==> src/rtl/mem_boot_pkg.sv <==
// Shared types and header field layout for the boot loader.
package mem_boot_pkg;

    typedef enum logic [1:0] {
        HDR  = 2'd0,
        DATA = 2'd1,
        DONE = 2'd2,
        ERR  = 2'd3
    } bootState_t;

    localparam int TGT_BIT   = 31;
    localparam int FINAL_BIT = 30;
    localparam int CNT_LSB   = 16;

    localparam logic TGT_IM = 1'b0;
    localparam logic TGT_DM = 1'b1;

endpackage

==> src/rtl/mem_boot_loader_if.sv <==
// Word-serial valid/ready stream feeding the boot loader.
interface mem_boot_loader_if;
    logic        in_valid;
    logic        in_ready;
    logic [31:0] in_data;
    logic        in_last;

    modport master (output in_valid, output in_data, output in_last, input in_ready);
    modport slave  (input in_valid, input in_data, input in_last, output in_ready);
endinterface

==> src/rtl/mem_boot_hdr_check.sv <==
// Combinational header decode plus bound check against the target memory depth.
module mem_boot_hdr_check
    import mem_boot_pkg::*;
#(
    parameter int IM_WORDS = 16,
    parameter int DM_WORDS = 512,
    parameter int IDX_W    = 9
) (
    input  logic [31:0]    hdrWord,
    output logic           target,
    output logic           isFinal,
    output logic [IDX_W-1:0] base,
    output logic [IDX_W:0]   count,
    output logic           hdrBad
);

    localparam logic [IDX_W:0] IM_DEPTH = (IDX_W+1)'(IM_WORDS);
    localparam logic [IDX_W:0] DM_DEPTH = (IDX_W+1)'(DM_WORDS);

    logic [IDX_W:0] span;
    logic [IDX_W:0] depth;
    logic           unusedHdrBits;

    assign unusedHdrBits = ^{hdrWord[FINAL_BIT-1:CNT_LSB+IDX_W], hdrWord[CNT_LSB-1:IDX_W]};

    // Field extraction; base+count stays within IDX_W+1 bits so it cannot wrap.
    always_comb begin
        target  = hdrWord[TGT_BIT];
        isFinal = hdrWord[FINAL_BIT];
        base    = hdrWord[IDX_W-1:0];
        count   = {1'b0, hdrWord[CNT_LSB +: IDX_W]} + (IDX_W+1)'(1);
        span    = {1'b0, base} + count;
        depth   = (target == TGT_DM) ? DM_DEPTH : IM_DEPTH;
        hdrBad  = (span > depth);
    end

endmodule

==> src/rtl/mem_boot_loader.sv <==
// Streams framed images into InstMem/DataMem and releases the core after the final frame.
//
// state | meaning
// HDR   | waiting for a frame header word
// DATA  | accepting payload words of the current frame
// DONE  | final frame loaded, core released
// ERR   | protocol error, core held in reset until rst
module mem_boot_loader
    import mem_boot_pkg::*;
#(
    parameter int IM_WORDS = 16,
    parameter int DM_WORDS = 512,
    parameter int IDX_W    = 9
) (
    input  logic               clk,
    input  logic               rst,
    mem_boot_loader_if.slave   inBus,
    output logic               wr_en,
    output logic               wr_sel,
    output logic [31:0]        wr_addr,
    output logic [31:0]        wr_data,
    output logic               cpu_rst,
    output logic               busy,
    output logic               done,
    output logic               err,
    output logic [IDX_W:0]     words_loaded
);

    bootState_t state, nextState;

    logic             xfer;
    logic             latchHdr;
    logic             doWrite;

    logic             hdrTarget;
    logic             hdrFinal;
    logic [IDX_W-1:0] hdrBase;
    logic [IDX_W:0]   hdrCount;
    logic             hdrBad;

    logic             tgtReg;
    logic             finalReg;
    logic [IDX_W-1:0] baseReg;
    logic [IDX_W-1:0] offsetReg;
    logic [IDX_W:0]   remaining;
    logic [IDX_W:0]   wordIdx;

    mem_boot_hdr_check #(
        .IM_WORDS (IM_WORDS),
        .DM_WORDS (DM_WORDS),
        .IDX_W    (IDX_W)
    ) hdrCheck (
        .hdrWord (inBus.in_data),
        .target  (hdrTarget),
        .isFinal (hdrFinal),
        .base    (hdrBase),
        .count   (hdrCount),
        .hdrBad  (hdrBad)
    );

    assign inBus.in_ready = (state == HDR) || (state == DATA);
    assign xfer           = inBus.in_valid && inBus.in_ready;
    assign busy           = (state == DATA);
    assign done           = (state == DONE);
    assign err            = (state == ERR);
    assign cpu_rst        = (state != DONE);
    assign wordIdx        = {1'b0, baseReg} + {1'b0, offsetReg};

    // State register.
    always_ff @(posedge clk) begin
        if (rst) begin
            state <= HDR;
        end else begin
            state <= nextState;
        end
    end

    // Next-state decode; a payload word that breaks framing is dropped, not written.
    always_comb begin
        nextState = state;
        latchHdr  = 1'b0;
        doWrite   = 1'b0;
        case (state)
            HDR: begin
                if (xfer) begin
                    if (hdrBad || inBus.in_last) begin
                        nextState = ERR;
                    end else begin
                        latchHdr  = 1'b1;
                        nextState = DATA;
                    end
                end
            end
            DATA: begin
                if (xfer) begin
                    if ((remaining == '0) && inBus.in_last) begin
                        doWrite   = 1'b1;
                        nextState = finalReg ? DONE : HDR;
                    end else if ((remaining == '0) || inBus.in_last) begin
                        nextState = ERR;
                    end else begin
                        doWrite = 1'b1;
                    end
                end
            end
            DONE:    nextState = DONE;
            ERR:     nextState = ERR;
            default: nextState = ERR;
        endcase
    end

    // Frame context, offset/remaining counters and saturating word count.
    always_ff @(posedge clk) begin
        if (rst) begin
            tgtReg       <= TGT_IM;
            finalReg     <= 1'b0;
            baseReg      <= '0;
            offsetReg    <= '0;
            remaining    <= '0;
            words_loaded <= '0;
        end else begin
            if (latchHdr) begin
                tgtReg    <= hdrTarget;
                finalReg  <= hdrFinal;
                baseReg   <= hdrBase;
                offsetReg <= '0;
                remaining <= hdrCount - (IDX_W+1)'(1);
            end
            if (doWrite) begin
                offsetReg <= offsetReg + IDX_W'(1);
                if (remaining != '0) begin
                    remaining <= remaining - (IDX_W+1)'(1);
                end
                if (words_loaded != '1) begin
                    words_loaded <= words_loaded + (IDX_W+1)'(1);
                end
            end
        end
    end

    // Registered write port, one cycle behind the accepted payload word.
    always_ff @(posedge clk) begin
        if (rst) begin
            wr_en   <= 1'b0;
            wr_sel  <= TGT_IM;
            wr_addr <= '0;
            wr_data <= '0;
        end else begin
            wr_en <= doWrite;
            if (doWrite) begin
                wr_sel  <= tgtReg;
                wr_addr <= {{(32-IDX_W-3){1'b0}}, wordIdx, 2'b00};
                wr_data <= inBus.in_data;
            end
        end
    end

endmodule

==> src/flat_wrapper.sv <==
// flat-port wrapper written by rule: the top's interface ports become plain ports
module mem_boot_loader_flat import mem_boot_pkg::*;
#(
    parameter int IM_WORDS = 16,
    parameter int DM_WORDS = 512,
    parameter int IDX_W    = 9
)
  (clk, rst, wr_en, wr_sel, wr_addr, wr_data, cpu_rst, busy, done, err, words_loaded, inBus_in_valid, inBus_in_data, inBus_in_last, inBus_in_ready);
  mem_boot_loader_if inBus_i ();
  input  logic clk;
  input  logic rst;
  output logic wr_en;
  output logic wr_sel;
  output logic [31:0] wr_addr;
  output logic [31:0] wr_data;
  output logic cpu_rst;
  output logic busy;
  output logic done;
  output logic err;
  output logic [IDX_W:0] words_loaded;
  input wire logic [$bits(inBus_i.in_valid)-1:0] inBus_in_valid;
  input wire logic [$bits(inBus_i.in_data)-1:0] inBus_in_data;
  input wire logic [$bits(inBus_i.in_last)-1:0] inBus_in_last;
  output wire logic [$bits(inBus_i.in_ready)-1:0] inBus_in_ready;
  assign inBus_i.in_valid = inBus_in_valid;
  assign inBus_i.in_data = inBus_in_data;
  assign inBus_i.in_last = inBus_in_last;
  assign inBus_in_ready = inBus_i.in_ready;
  mem_boot_loader #(.IM_WORDS(IM_WORDS), .DM_WORDS(DM_WORDS), .IDX_W(IDX_W)) u_core (.clk(clk), .rst(rst), .inBus(inBus_i), .wr_en(wr_en), .wr_sel(wr_sel), .wr_addr(wr_addr), .wr_data(wr_data), .cpu_rst(cpu_rst), .busy(busy), .done(done), .err(err), .words_loaded(words_loaded));
endmodule
==> config.mk <==
export PLATFORM = sky130hd
export DESIGN_NAME = mem_boot_loader_flat
export DESIGN_NICKNAME = d
export VERILOG_FILES = /design/src/rtl/mem_boot_pkg.sv /design/src/rtl/mem_boot_loader_if.sv /design/src/rtl/mem_boot_hdr_check.sv /design/src/rtl/mem_boot_loader.sv /design/src/flat_wrapper.sv
export SDC_FILE = /design/constraint.sdc
export NUM_CORES = 1
export LEC_CHECK = 0
export CAP_MARGIN = 20
export CORE_UTILIZATION = 51
export CTS_BUF_LIST = sky130_fd_sc_hd__clkbuf_16
export DETAILED_ROUTE_END_ITERATION = 10
export PLACE_DENSITY = 0.81
export SKIP_CTS_REPAIR_TIMING = 1
export SLEW_MARGIN = 20
export SYNTH_ARGS = -nofsm -noshare
export SYNTH_HDL_FRONTEND = slang
export SYNTH_SLANG_ARGS = --single-unit
==> constraint.sdc <==
create_clock -name clk -period 5.5 [get_ports clk]
set_input_delay 0.55 -clock clk [delete_from_list [all_inputs] [get_ports clk]]
set_output_delay 0.55 -clock clk [all_outputs]
set_load 0.02 [all_outputs]
# == Yosys cells after proc, flatten, opt, wreduce, memory -nomap -nowiden ==
# Cells that the tools add are included.
# classes
add_sub_neg,7
magnitude_cmp,1
eq_ne,8
n_mux,20
reduce_logical,11
# op_table
cell,n
two-way mux 10 bit,4
"subtractor 10 x 1 -> 10 bit, second input constant",2
two-way mux 9 bit,2
two-way mux 2 bit,6
"adder 10 x 1 -> 10 bit, second input constant",1
"adder 9 x 1 -> 10 bit, second input constant",1
adder 9 x 10 -> 10 bit,1
adder 9 x 9 -> 10 bit,1
greater-than comparator 10 bit,1
logical NOT 10 bit,1
"inequality test 10 bit, second input constant",1
nonzero test 10 bit,1
"adder 9 x 1 -> 9 bit, second input constant",1
case mux 2 bit (4 select lines),1
two-way mux 1 bit,7
"equality test 2 bit, second input constant",2
"inequality test 2 x 1 -> 1 bit, second input constant",2
logical OR 1 bit,3
"inequality test 3 x 1 -> 1 bit, second input constant",1
AND reduction 3 bit,1
"equality test 2 x 1 -> 1 bit, second input constant",1
logical AND 1 bit,2
logical NOT 2 bit,1
"inequality test 2 bit, second input constant",1
other kinds (2),2
# totals
register_bits,86
inputBits,36
output_inout_bits,81
wordCells,58

# == Logic depth before layout (Yosys ltp) ==
# logic_depth
ltp_word,10
ltp_mapped,21
depth_no_buf,18

# == Cells and area by module ==
# A second synthesis with hierarchy kept.
# unflattened
hier_cells,624
hier_area_um2,5011.1
# by_module_without_submodules
module,instances,cells_per_inst,area_per_inst_um2,seq_area_each_um2
mem_boot_loader,1,539,4362.9,1721.7
mem_boot_hdr_check,1,85,648.1,0.0

# == Least setup slack after synthesis ==
# OpenSTA, ideal clock, no wires.
# synth_timing
path_type,input to register
from,input inBus_in_data[16]
to,register u_core.baseReg[0]
setup_time_ps,70
t_arrival_ps,4134
t_required_ps,5430
setup_slack_ps,1296
stages,21
n_path_buf,4
path_cell_list,clkbuf_1 -> and4_1 -> nand2_1 -> xnor2_1 -> ha_1 -> buf_2 -> a211oi_1 -> a21o_1 -> o31ai_2 -> o21ai_0 -> nand2b_1 -> xnor2_1 -> ha_1 -> nor2b_1 -> nor2_1 -> o221a_2 -> o31ai_2 -> buf_4 -> clkbuf_1 -> o21ai_0 -> a21oi_1
# synth_via
elab_chain_cells,7
# synth_lines
item,line_no,text
"start, declared",flat_wrapper.sv:22,input wire logic [$bits(inBus_i.in_data)-1:0] inBus_in_data;
adder 9 x 1 -> 10 bit,mem_boot_hdr_check.sv:31,"count = {1'b0, hdrWord[CNT_LSB +: IDX_W]} + (IDX_W+1)'(1);"
adder 9 x 10 -> 10 bit,mem_boot_hdr_check.sv:32,"span = {1'b0, base} + count;"
greater-than comparator 10 bit,mem_boot_hdr_check.sv:34,hdrBad = (span > depth);
logical OR 1 bit,mem_boot_loader.sv:86,if (hdrBad || inBus.in_last) begin
two-way mux 1 bit,mem_boot_loader.sv:86,
two-way mux 1 bit,mem_boot_loader.sv:85,if (xfer) begin
two-way mux 1 bit,mem_boot_loader.sv:83,case (state)
"end signal, assigned",mem_boot_loader.sv:125,baseReg <= hdrBase;
"end, declared",mem_boot_loader.sv:43,logic [IDX_W-1:0] baseReg;
# Every way passes these cells.
# A chain may end at the register's enable or synchronous reset.

# == Worst setup path in the final report ==
# layout_timing
from,input inBus_in_data[19]
to,register u_core.offsetReg[6]
# layout_via
elab_chain_cells,8
# layout_lines
item,line_no,text
adder 9 x 1 -> 10 bit,mem_boot_hdr_check.sv:31,
adder 9 x 10 -> 10 bit,mem_boot_hdr_check.sv:32,
greater-than comparator 10 bit,mem_boot_hdr_check.sv:34,
logical OR 1 bit,mem_boot_loader.sv:86,
two-way mux 1 bit,mem_boot_loader.sv:86,
two-way mux 1 bit,mem_boot_loader.sv:85,
two-way mux 1 bit,mem_boot_loader.sv:83,
nonzero test 2 bit (no source line),-,
"end signal, assigned",mem_boot_loader.sv:130,offsetReg <= offsetReg + IDX_W'(1);
"end, declared",mem_boot_loader.sv:44,logic [IDX_W-1:0] offsetReg;
# Every way passes these cells.

==> metrics.md <==
| Metric | Value |
|---|---|
| Worst Hold Class | flip-flop to flip-flop |
| Endpoints failing hold | 0 |
| Post-layout min period | 4.87 ns |
| Number of synthesized register bits | 86 |
| VDD IR max | 0.181 mV |
| First-pass GRT wire length | approximately 22000 um |
| Post-synthesis mux area share | 0.791% |
| Die width | 102 um |
| Leak | 0.00229 uW |
| Initial drt markers | 349 |
| Vias in the first global route | around 4600 |
| Largest net degree at the start of global routing | between 50 and 60 |
| DP HPWL | around 9700 um |
| Worst stage delay on the critical path | around 0.71 ns |
| Fill cell count | 827 |
| Skew final | 0.00515 ns |
| Slew margin rel. | 55.3% |
| Clk_lat worst skew | about 0.35 ns |
| PnR worst setup slack | around 0.63 ns |
| Drt pass-1 iters | 5 |
| Worst endpoint required time | 5.69 ns |
| Yosys top cell area share | 34.0% |
| Maxcap violations | 0 |
| N_diodes | 0 |
| Placed insts | 843 |
| Synth warn | 0 |
| Final non-filler cell total | between 800 and 900 |
| Area growth syn-to-layout | 24.9% |
| Async S/R FF share, synth | 0% |
| Share of layout cells above drive strength 1 | 6.34% |
| Clk buf depth | 2 |
| Initial antenna violation count | 0 |
| Post-synthesis simple-gate area fraction | 24.4% |
| Endpoint arrival time on the critical path | 5.06 ns |
| Post-Synthesis Cells | between 600 and 700 |
| CTS Root Cell | clkbuf_16 |
| Initial core utilization | a little over half |
| CP Launch Type | primary input |
| Antenna Nets Post-Route | 0 |
| Nets | 785 |
| Top Ports | 117 |
| Worst Tran Pin Value | 0.670 ns |
| Commonest cells after routing, fill and taps aside | nand2_1, clkdlybuf4s50_1, dfxtp_1 |
| CTS tree | yes |
| GRT Util Overall | 27.7% |
| Total power divided by cell area | 272 mW/mm2 |
| Critical path type | primary input to flip-flop |
| Largest family of logic cells by synthesized area | simple AND/OR/NAND/NOR gates |
| Vias | ~4900 |
| Adder-Cell Fraction of Synth Area | approximately 7.2% |
| Placed standard-cell area | 0.00601 mm2 |
| Synth Flop Type | dfxtp_1 |
| RSZ-0062 raised after global routing | no |
| Final setup violation count | 0 |
| Critical path capture point type | flip-flop |
| Design Area, Final | 0.00632 mm2 |
| Largest cells by area after synthesis | dfxtp_1, nand2_1, ha_1, a21oi_1, nand3_1 |
| Die Y | 102 um |
| Final WL | 13800 um |
| TritonCTS buffer count | 9 |
| Routability Congestion | 1.05 |
| Dpl ws | 0.394 ns |
| Cell variety after synth | 69 |
| Vias/cell | 5.75 |
| Synth Area in XOR/XNOR | approximately 5.7% |
| Crit-path slowest cell | clkdlybuf4s50_1 |
| Crit-path cells | clkdlybuf4s50_1 > and4_1 > nand2_1 > xnor2_1 > ha_1 > a211oi_1 > a21o_1 > o31ai_2 > o21ai_0 > nand2b_1 > xnor2_1 > ha_1 > nor2b_1 > o22ai_1 > o221a_2 > o31ai_2 > buf_4 > o21ai_1 > a311oi_1 |
| Drt wl/cell | 16.1 um |
| Port Buf Inserts | 94 |
| Outcome | complete, no violations |
| Sequential share of the synthesized area | 34.0% |
| CP max FO | 22 |
| Syn Std Cell Area | between 0.005 and 0.006 mm2 |
| H-tree levels | 3 |
| Avg Inst Size Synth | 7.86 um2 |
| Final Max Tran Viols | 0 |
| Die footprint | 0.0103 mm2 |
| Post-Route Setup TNS | 0 ns |
| Core area | about 0.0097 mm2 |
| Complex-gate fraction of the synthesized area | roughly 20% |
| Period Utilization, post-route | 88.5% |
| # DRC | 0 |
| Max Freq | 206 MHz |
| Clock Sinks | 86 |
| EDFF count, synth | 0 |
| Worst-path clk slew | approximately 0.070 ns |
| Global route overflow | 0 |
| Leading area contributor after synthesis | dfxtp_1 |
| Most common cell after layout, fill and taps aside | nand2_1 |
| Placement Rows | 36 |
## logic make-up (layout without fill, tap and decap cells)
logic type,after synthesis,after routing
flops,86,86
compound gates,157,157
fa+ha+maj,28,28
simple gates,252,252
other cells,1,22
xor+xnor,33,33
mux,4,4
buf+inv,83,144
## flip-flops by register name, indices dropped and copies added (netlist names)
name and count:
u_core.baseReg 9, u_core.finalReg 1, u_core.offsetReg 9, u_core.remaining 10
u_core.state 2, u_core.tgtReg 1, u_core.words_loaded 10, u_core.wr_addr 10
u_core.wr_data 32, u_core.wr_en 1, u_core.wr_sel 1
## layout make-up
class                   count  area, um2  area share [%]
multi-input cells         496       3020            47.8
flip-flops and latches     86       1720            27.2
repair buffers            104       1010            16.0
clock buffers               9        225            3.56
well taps                 133        166            2.63
inverters                  24       90.1            1.42
clock inverters             7       85.1            1.35
## per-stage QoR
step                util, %  power [uW]  hold WS [ns]
finish                 65.3        1720         0.452
global route           65.3        1790         0.470
CTS                    65.3        1720         0.455
detailed placement     62.1        1080         0.445
global placement       62.1        1070         0.441
floorplan                 -         958         0.428
## worst max-delay path: cells and delay by family
| kind | cells | cell delay, ns |
|---|---|---|
| compound gates | 9 | 1.84 |
| buf+inv | 2 | 0.92 |
| fa+ha+maj | 2 | 0.72 |
| simple gates | 4 | 0.64 |
| xor+xnor | 2 | 0.38 |
## final timing paths
check             cells after the start                  end           startpoint  slack [ns]
setup reg to reg                     11  u_core.remaining[9]  u_core.remaining[2]        1.62
hold reg to reg                       2    u_core.wr_addr[5]    u_core.wr_addr[5]        0.45
hold / removal                        2    u_core.wr_addr[5]    u_core.wr_addr[5]        0.45
setup / recovery                     19  u_core.offsetReg[6]    inBus_in_data[19]        0.63
## report_power, final
part           total [uW]  switching (uW)  leakage (uW)  internal, uW
Combinational         408             243       0.00145           165
Clock                 644             283      0.000146           362
Sequential            666            20.3      0.000695           646
Total                1720             546       0.00229          1170
## per-layer routing
layer	share of wire [%]	up-vias	track usage [%]
met4	3.4	0	13.6
met5	0	-	0
met2	48	202	45.3
li1	-	2383	-
met3	6.9	38	5.94
met1	42	2319	34.5
## Yosys cell counts (4+ instances only)
| cell type | n |
|---|---|
| nand2_1 | 98 |
| dfxtp_1 | 86 |
| a21oi_1 | 64 |
| nand3_1 | 38 |
| nor2_1 | 37 |
| o21ai_0 | 35 |
| ha_1 | 26 |
| clkbuf_1 | 25 |
| buf_4 | 23 |
| inv_1 | 23 |
| xnor2_1 | 21 |
| nor3_1 | 17 |
| xor2_1 | 12 |
| nand4_1 | 10 |
| or3_1 | 10 |
| a211oi_1 | 8 |
| nor2b_1 | 6 |
| a311oi_1 | 5 |
| a31oi_1 | 5 |
| buf_1 | 5 |
| o211ai_1 | 5 |
| and4_1 | 4 |
| mux2i_1 | 4 |
| o21a_1 | 4 |
(Power assumes the default switching activity.)
